### config.mk
export PLATFORM = sky130hd
export DESIGN_NAME = serial_add_ctrl_flat
export DESIGN_NICKNAME = d
export VERILOG_FILES = /design/src/rtl/serial_add_ctrl_pkg.sv /design/src/rtl/serial_add_ctrl_if.sv /design/src/rtl/harf_adder.sv /design/src/rtl/serial_add_ctrl.sv /design/src/flat_wrapper.sv
export SDC_FILE = /design/constraint.sdc
export NUM_CORES = 1
export LEC_CHECK = 0
export ABC_AREA = 0
export BUFFER_PORTS_ARGS = -buffer_cell sky130_fd_sc_hd__buf_2
export CORE_MARGIN = 10
export CORE_UTILIZATION = 55
export CTS_BUF_LIST = sky130_fd_sc_hd__clkbuf_8
export CTS_CLUSTER_DIAMETER = 120
export DETAILED_ROUTE_END_ITERATION = 6
export PLACE_DENSITY = 0.87
export SLEW_MARGIN = 15
export SYNTH_ARGS = -nofsm -noshare
export SYNTH_HDL_FRONTEND = slang
export SYNTH_HIERARCHICAL = 1
export SYNTH_SLANG_ARGS = --single-unit
### constraint.sdc
create_clock -name sys_clk -period 1.66 [get_ports sys_clk]
set_input_delay 0.166 -clock sys_clk [delete_from_list [all_inputs] [get_ports sys_clk]]
set_output_delay 0.166 -clock sys_clk [all_outputs]
set_load 0.01 [all_outputs]
### src/rtl/serial_add_ctrl_pkg.sv
// Shared definitions for the bit-serial adder controller.
//   state_e : controller state encoding (2'd3 is unused and recovers to IDLE)
package serial_add_ctrl_pkg;

    typedef enum logic [1:0] {
        S_IDLE = 2'd0,
        S_RUN  = 2'd1,
        S_DONE = 2'd2
    } state_e;

endpackage

### src/rtl/serial_add_ctrl_if.sv
// Requester-side handshake and data bus of the bit-serial adder.
//   start  : request, sampled only while ready=1
//   a, b   : operands, captured on an accepted start
//   ready  : controller idle, start will be accepted
//   busy   : serial addition in progress
//   done   : one-cycle pulse, sum/cout valid
//   sum    : a+b mod 2^WIDTH, held until the next accepted start
//   cout   : carry out of the MSB, held with sum
interface serial_add_ctrl_if #(
    parameter int WIDTH = 8
) ();

    logic             start;
    logic [WIDTH-1:0] a;
    logic [WIDTH-1:0] b;
    logic             ready;
    logic             busy;
    logic             done;
    logic [WIDTH-1:0] sum;
    logic             cout;

    modport master (
        output start, a, b,
        input  ready, busy, done, sum, cout
    );

    modport slave (
        input  start, a, b,
        output ready, busy, done, sum, cout
    );

endinterface

### src/rtl/harf_adder.sv
// Single-bit half adder; two of these plus an OR form the shared full-adder cell.
//   in1, in2 : addend bits
//   sum      : in1 ^ in2
//   cout     : in1 & in2
module harf_adder (
    input  logic in1,
    input  logic in2,
    output logic sum,
    output logic cout
);

    assign sum  = in1 ^ in2;
    assign cout = in1 & in2;

endmodule

### src/rtl/serial_add_ctrl.sv
// Bit-serial adder controller: one full-adder cell shared over all WIDTH bit
// positions, one bit per clock, LSB first, carry kept in a register.
//   sys_clk   : system clock, rising edge
//   sys_rst_n : asynchronous active-low reset
//   bus       : requester handshake/data (slave side of serial_add_ctrl_if)
//
// state  | meaning
// -------+-----------------------------------------------------------
// S_IDLE | ready=1, waiting for start; sum/cout hold the last result
// S_RUN  | busy=1, one bit of a+b produced per edge
// S_DONE | done=1 for exactly one cycle, then back to IDLE
module serial_add_ctrl
    import serial_add_ctrl_pkg::*;
#(
    parameter int WIDTH = 8
) (
    input  logic               sys_clk,
    input  logic               sys_rst_n,
    serial_add_ctrl_if.slave   bus
);

    localparam int CNT_W = $clog2(WIDTH) + 1;
    localparam logic [CNT_W-1:0] CNT_LAST = CNT_W'(WIDTH - 1);

    state_e             state_q;
    logic [CNT_W-1:0]   cnt_q;
    logic [WIDTH-1:0]   a_sh_q;
    logic [WIDTH-1:0]   b_sh_q;
    logic               carry_q;
    logic [WIDTH-1:0]   sum_q;
    logic               cout_q;

    logic ha0_sum, ha0_cout;
    logic ha1_sum, ha1_cout;
    logic bit_sum_d, bit_c_d;

    harf_adder ha0 (
        .in1  (a_sh_q[0]),
        .in2  (b_sh_q[0]),
        .sum  (ha0_sum),
        .cout (ha0_cout)
    );

    harf_adder ha1 (
        .in1  (ha0_sum),
        .in2  (carry_q),
        .sum  (ha1_sum),
        .cout (ha1_cout)
    );

    assign bit_sum_d = ha1_sum;
    assign bit_c_d   = ha0_cout | ha1_cout;

    always_ff @(posedge sys_clk or negedge sys_rst_n) begin
        if (!sys_rst_n) begin
            state_q <= S_IDLE;
            cnt_q   <= '0;
            a_sh_q  <= '0;
            b_sh_q  <= '0;
            carry_q <= 1'b0;
            sum_q   <= '0;
            cout_q  <= 1'b0;
        end else begin
            case (state_q)
                S_IDLE: begin
                    if (bus.start) begin
                        state_q <= S_RUN;
                        a_sh_q  <= bus.a;
                        b_sh_q  <= bus.b;
                        carry_q <= 1'b0;
                        cnt_q   <= '0;
                        sum_q   <= '0;
                        cout_q  <= 1'b0;
                    end
                end
                S_RUN: begin
                    // Result fills from the top, so after WIDTH shifts bit 0 sits at sum_q[0].
                    sum_q   <= {bit_sum_d, sum_q[WIDTH-1:1]};
                    a_sh_q  <= {1'b0, a_sh_q[WIDTH-1:1]};
                    b_sh_q  <= {1'b0, b_sh_q[WIDTH-1:1]};
                    carry_q <= bit_c_d;
                    cnt_q   <= cnt_q + CNT_W'(1);
                    if (cnt_q == CNT_LAST) begin
                        cout_q  <= bit_c_d;
                        state_q <= S_DONE;
                    end
                end
                S_DONE: begin
                    state_q <= S_IDLE;
                end
                default: begin
                    state_q <= S_IDLE;
                end
            endcase
        end
    end

    // Status is a pure decode of the state register: start never reaches an output combinationally.
    assign bus.ready = (state_q == S_IDLE);
    assign bus.busy  = (state_q == S_RUN);
    assign bus.done  = (state_q == S_DONE);
    assign bus.sum   = sum_q;
    assign bus.cout  = cout_q;

endmodule

### src/flat_wrapper.sv
// flat-port wrapper written by rule: the top's interface ports become plain ports
module serial_add_ctrl_flat import serial_add_ctrl_pkg::*;
#(
    parameter int WIDTH = 8
)
  (sys_clk, sys_rst_n, bus_start, bus_a, bus_b, bus_ready, bus_busy, bus_done, bus_sum, bus_cout);
  serial_add_ctrl_if #(.WIDTH(WIDTH)) bus_i ();
  input  logic sys_clk;
  input  logic sys_rst_n;
  input wire logic [$bits(bus_i.start)-1:0] bus_start;
  input wire logic [$bits(bus_i.a)-1:0] bus_a;
  input wire logic [$bits(bus_i.b)-1:0] bus_b;
  output wire logic [$bits(bus_i.ready)-1:0] bus_ready;
  output wire logic [$bits(bus_i.busy)-1:0] bus_busy;
  output wire logic [$bits(bus_i.done)-1:0] bus_done;
  output wire logic [$bits(bus_i.sum)-1:0] bus_sum;
  output wire logic [$bits(bus_i.cout)-1:0] bus_cout;
  assign bus_i.start = bus_start;
  assign bus_i.a = bus_a;
  assign bus_i.b = bus_b;
  assign bus_ready = bus_i.ready;
  assign bus_busy = bus_i.busy;
  assign bus_done = bus_i.done;
  assign bus_sum = bus_i.sum;
  assign bus_cout = bus_i.cout;
  serial_add_ctrl #(.WIDTH(WIDTH)) u_core (.sys_clk(sys_clk), .sys_rst_n(sys_rst_n), .bus(bus_i));
endmodule
# Word-level counts from Yosys, hierarchy flattened
# Cells that the tools add are included.
# totals
reg_bits,32
in_bits,19
out_inout_bits,12
elab_cells,38
# op_classes
add_sub_neg,1
n_eq_ne,5
muxes,15
bitwise,5
reduce_logical,5
# op_table
cell,count
8-bit case mux with 2 select lines,3
8-bit 2-to-1 mux,3
4-bit case mux with 2 select lines,1
"4-bit by 1-bit adder with 4-bit output, second input constant",1
"4-bit by 3-bit equality test with 1-bit output, second input constant",1
2-bit 2-to-1 mux,2
4-bit 2-to-1 mux,1
1-bit case mux with 2 select lines,2
2-bit case mux with 2 select lines,1
2-bit AND reduction,2
3-bit AND reduction,1
1-bit bitwise AND,2
"2-bit by 1-bit equality test with 1-bit output, second input constant",1
"2-bit equality test, second input constant",1
2-bit logical NOT,1
1-bit 2-to-1 mux,2
"2-bit by 1-bit != test with 1-bit output, second input constant",1
"2-bit != test, second input constant",1
2-bit nonzero test,1
1-bit bitwise XOR,2
1-bit bitwise OR,1

# Longest topological paths before layout
# depth
word_depth,5
mapped_depth,5
ltp_nobuf,4

# Cells and area by module
# Netlist, hierarchy kept.
# by_module_without_submodules
mod,n_inst,cells_per_inst,area_each_um2,seq_area_each_um2
serial_add_ctrl,1,116,1380.1,800.8
harf_adder,2,1,12.5,0.0

# Worst setup path before layout
# Ideal clock, no wire load.
# synth_path
kind,register to register
start,register u_core.a_sh_q[0]
end,register u_core.sum_q[7] (netlist: u_core/bus.sum[7])
setup_time_ns,0.121
arrival_ns,1.116
slack_ns,0.423
path_stages_with_launch,4
path_buffers,0
synth_period_minus_slack_ns,1.237
cell_sequence,dfrtp_1 -> ha_1 -> ha_1 -> a22o_1
# synth_via
elab_chain_len,3
# synth_rtl
item,line,rtl
"start, declared",serial_add_ctrl.sv:27,logic [WIDTH-1:0] a_sh_q;
"start signal, assigned",serial_add_ctrl.sv:68,a_sh_q <= bus.a;
"start signal, assigned",serial_add_ctrl.sv:79,"a_sh_q <= {1'b0, a_sh_q[WIDTH-1:1]};"
1-bit bitwise XOR,harf_adder.sv:12,assign sum = in1 ^ in2;
named net u_core.ha0_sum,serial_add_ctrl.sv:33,"logic ha0_sum, ha0_cout;"
1-bit bitwise XOR,harf_adder.sv:12,
named net u_core.bit_sum_d,serial_add_ctrl.sv:35,"logic bit_sum_d, bit_c_d;"
8-bit case mux with 2 select lines,serial_add_ctrl.sv:64,case (state_q)
"end signal, assigned",serial_add_ctrl.sv:78,"sum_q <= {bit_sum_d, sum_q[WIDTH-1:1]};"
"end, declared",serial_add_ctrl.sv:30,logic [WIDTH-1:0] sum_q;
# The timed path passes the listed nets, and every way through them passes these cells.
# A chain may end at the register's enable or synchronous reset.

# Worst setup path in the final report
# layout_path
start,register u_core.state_q[1]
end,output bus_busy
# layout_via
elab_chain_len,1
# layout_rtl
item,line,rtl
"start, declared",serial_add_ctrl.sv:25,state_e state_q;
"start signal, assigned",serial_add_ctrl.sv:56,state_q <= S_IDLE;
"start signal, assigned",serial_add_ctrl.sv:67,state_q <= S_RUN;
"start signal, assigned",serial_add_ctrl.sv:85,state_q <= S_DONE;
2-bit by 1-bit equality test with 1-bit output,serial_add_ctrl.sv:100,assign bus.busy = (state_q == S_RUN);
"end, declared",flat_wrapper.sv:14,output wire logic [$bits(bus_i.busy)-1:0] bus_busy;
# Every way passes these cells.

==> impl_metrics.toml <==
[run_status]
outcome = "finished, final reports clean"

[floorplanning]
ioPinCount = 31
die-area_um2 = 4980
start_util_pct = 57.2
row_count = 18
die_height_um = 70.5
die_width_um = 70.5
core_area_um2 = 2450

[pwr]
p_clk_share_pct = 17.2
seqPwrFrac_pct = 43.9
p_leak_nw = 0.864
vdd_drop_max_mv = 1.54
total_power_mw = 3.10
swShare_pct = 36.6
power_density_nw_per_um2 = 1870
p_switching_mw = 1.13
p_int_mw = 1.97
combPwrFrac_pct = 38.9

[place]
post-place-ws_ns = 0.359
portBuffers = 30
hpwl_um = 2070
routabilityCongestion = 0.716

[timing]
worst_pin_slew_ns = 0.671
fin_tns_setup_ns = 0
min_period_ns = 1.47
hold_violations = 0
setup_ws_ns = 0.186
rsz0062_at_grt = "no"
clock.fmax_mhz = 679
slew_headroom_pct = 55.3
slew_violations = 0
fin_hold_ws_ns = 0.108
setup_viol = 0
post-route-period-util_pct = 88.8
clock-skew-final_ns = 0.00773

[global_routing]
grt_usage_pct = 12.1
gr-total-overflow = 0
grt_max_degree = 43
grt_pass1_wl_um = 5010
grt_antenna_before_repair = 0
grt_pass1_vias = 1037

[clock_tree]
clock_sink_count = 32
cts_buffer_depth = 2
root_buffer = "clkbuf_8"
worstSkewPairLatency_ns = 0.28
cts_tree = "yes"
htreeDepth = 2
post_cts_buffers = 0
clk_pin_slew_ns = 0.06
cts_buffers = 5

[cells_and_area]
syn2layout_area_growth_pct = 17.9
drive_gt1_share_pct = 27.8
final_nets = 173
fin_util_pct = 67.5
antenna_cells = 0

[synthesis]
synthDistinctLibCells = 20
yosysMostFrequentCell = "dfrtp_1"
synth.avg_cell_area_um2 = 11.9
synth_cells = 118
synth_edf_count = 0
ys_top_cells_by_area = "dfrtp_1, mux2i_1, a22o_1"
yosys.area_share.simple_pct = 10.2
synth_top_area_cell = "dfrtp_1"
synth_flop_cell = "dfrtp_1"
synthesis.nets = 140
synth_common_cells = "dfrtp_1, nand2_1, mux2i_1"
synth_compound_area_share_pct = 14.3
synth_xor_area_share_pct = 0
synth_seq_cells = 32
syn_area_um2 = 1410
synthAdderAreaFrac_pct = 2.67
synth_top_area_share_pct = 57.0
ys_seq_area_share_pct = 57.0
yosysWarningCount = 6
muxShareOfSynthArea_pct = 12.1
async_reset_ff_share_pct = 100
synth_top_family_by_area = "compound AO/OA/AOI/OAI gates"

[drt]
first_iter_violations = 12
num_vias = 996
avgRoutedWirePerCell_um = 15.7
post-route-drc-count = 0
ant_nets = 0
drt-total-wl_um = 2830
detail_route.first_pass.iterations = 4
vias_per_cell = 5.50

[setup_path]
cp.required_ns = 1.49
crit_path_start_kind = "flop"
cpMaxStageDelayCell = "dfrtp_1"
critPathMaxFanout = 25
worstPathArrival_ns = 1.31
endpoint_kind = "primary output"
slowest_delay_ns = 0.41
crit_type = "reg -> out"
path_cells = "nand2b_4 > clkinv_4 > buf_2"
rrSetupSlack_ns = 0.36

[flow_run]
maxCapViolCount = 0

[min_path]
hp-class = "in -> reg"
-- power by group through the flow --
stage	Sequential [mW]	Clock, mW	Combinational [mW]
after floorplan	1.36	0	0.894
after global placement	1.35	0	1.15
after detailed placement	1.38	0	1.22
after CTS	1.36	0.556	1.23
after global routing	1.42	0.587	1.37
final	1.36	0.535	1.21
-- critical path: cells and delay by family, from the launching register on --
kind                   cells  cell delay, ns
buffers and inverters      2            0.42
DFF                        1            0.41
and+or+nand+nor            1            0.20
-- layout by cell type, fill, tap and decap left out, drive strengths merged --
cell type    synthesis  routed
clkbuf               1       5
a22o                12      12
dfrtp               32      32
mux2i               17      17
clkinv               1       2
nor3                 1       1
dlygate4sd3          0       1
or3b                 1       1
nand2b               2       2
nand2               20      20
o21ai               17      17
buf                  5      31
and2                 1       1
and2b                1       1
o21bai               1       1
ha                   3       3
nor2                 2       2
nand4                1       1
inv                  0       1
-- cell type report --
cell class | count | area, um^2
clock inverter | 2 | 8.76
timing repair buffer | 32 | 180
clock buffer | 5 | 68.8
multi-input combinational | 79 | 552
tap | 30 | 37.5
sequential | 32 | 801
inverter | 1 | 8.76
fill | 191 | 798
-- sequential cells by signal, indices dropped and copies added (netlist names) --
name             cells
u_core/carry_q       1
u_core/a_sh_q        8
u_core/bus.sum       8
u_core/bus.cout      1
u_core/cnt_q         4
u_core/state_q       2
u_core/b_sh_q        8
-- metal layers --
| metal | track usage (%) | share of wire [%] | up-vias |
|---|---|---|---|
| li1 | - | - | 486 |
| met1 | 15.1 | 43 | 487 |
| met2 | 19.2 | 51 | 21 |
| met3 | 3.35 | 4.2 | 2 |
| met4 | 5.16 | 1.1 | 0 |
| met5 | 0 | 0 | - |
-- cells by family after synthesis --
family,count (synthesis)
compound gates,30
fa+ha+maj,3
buf+inv,7
flops,32
mux,17
simple gates,29
-- stage by stage --
step	instance area [um^2]	std cells
floorplan	1410	118
global placement	1570	173
detailed placement	1570	173
CTS	1660	181
global route	1660	181
finish	1660	181
-- what timing repair did --
action | CTS | global route
gates resized for setup | 0 | 0
endpoints found under the hold margin | 32 | 0
hold buffers | 1 | 0
-- final timing paths --
path                                    from  cells past startpoint                 to
setup / recovery           u_core/state_q[1]                      3           bus_busy
hold / removal                      bus_a[7]                      2   u_core/a_sh_q[7]
setup reg to reg            u_core/a_sh_q[0]                      3  u_core/bus.sum[7]
hold reg to reg             u_core/b_sh_q[1]                      2   u_core/b_sh_q[1]
max in group asynchronous          sys_rst_n                      2   u_core/a_sh_q[1]
min in group asynchronous          sys_rst_n                      2   u_core/a_sh_q[0]
Note: power is estimated with default switching activity, not from simulation.
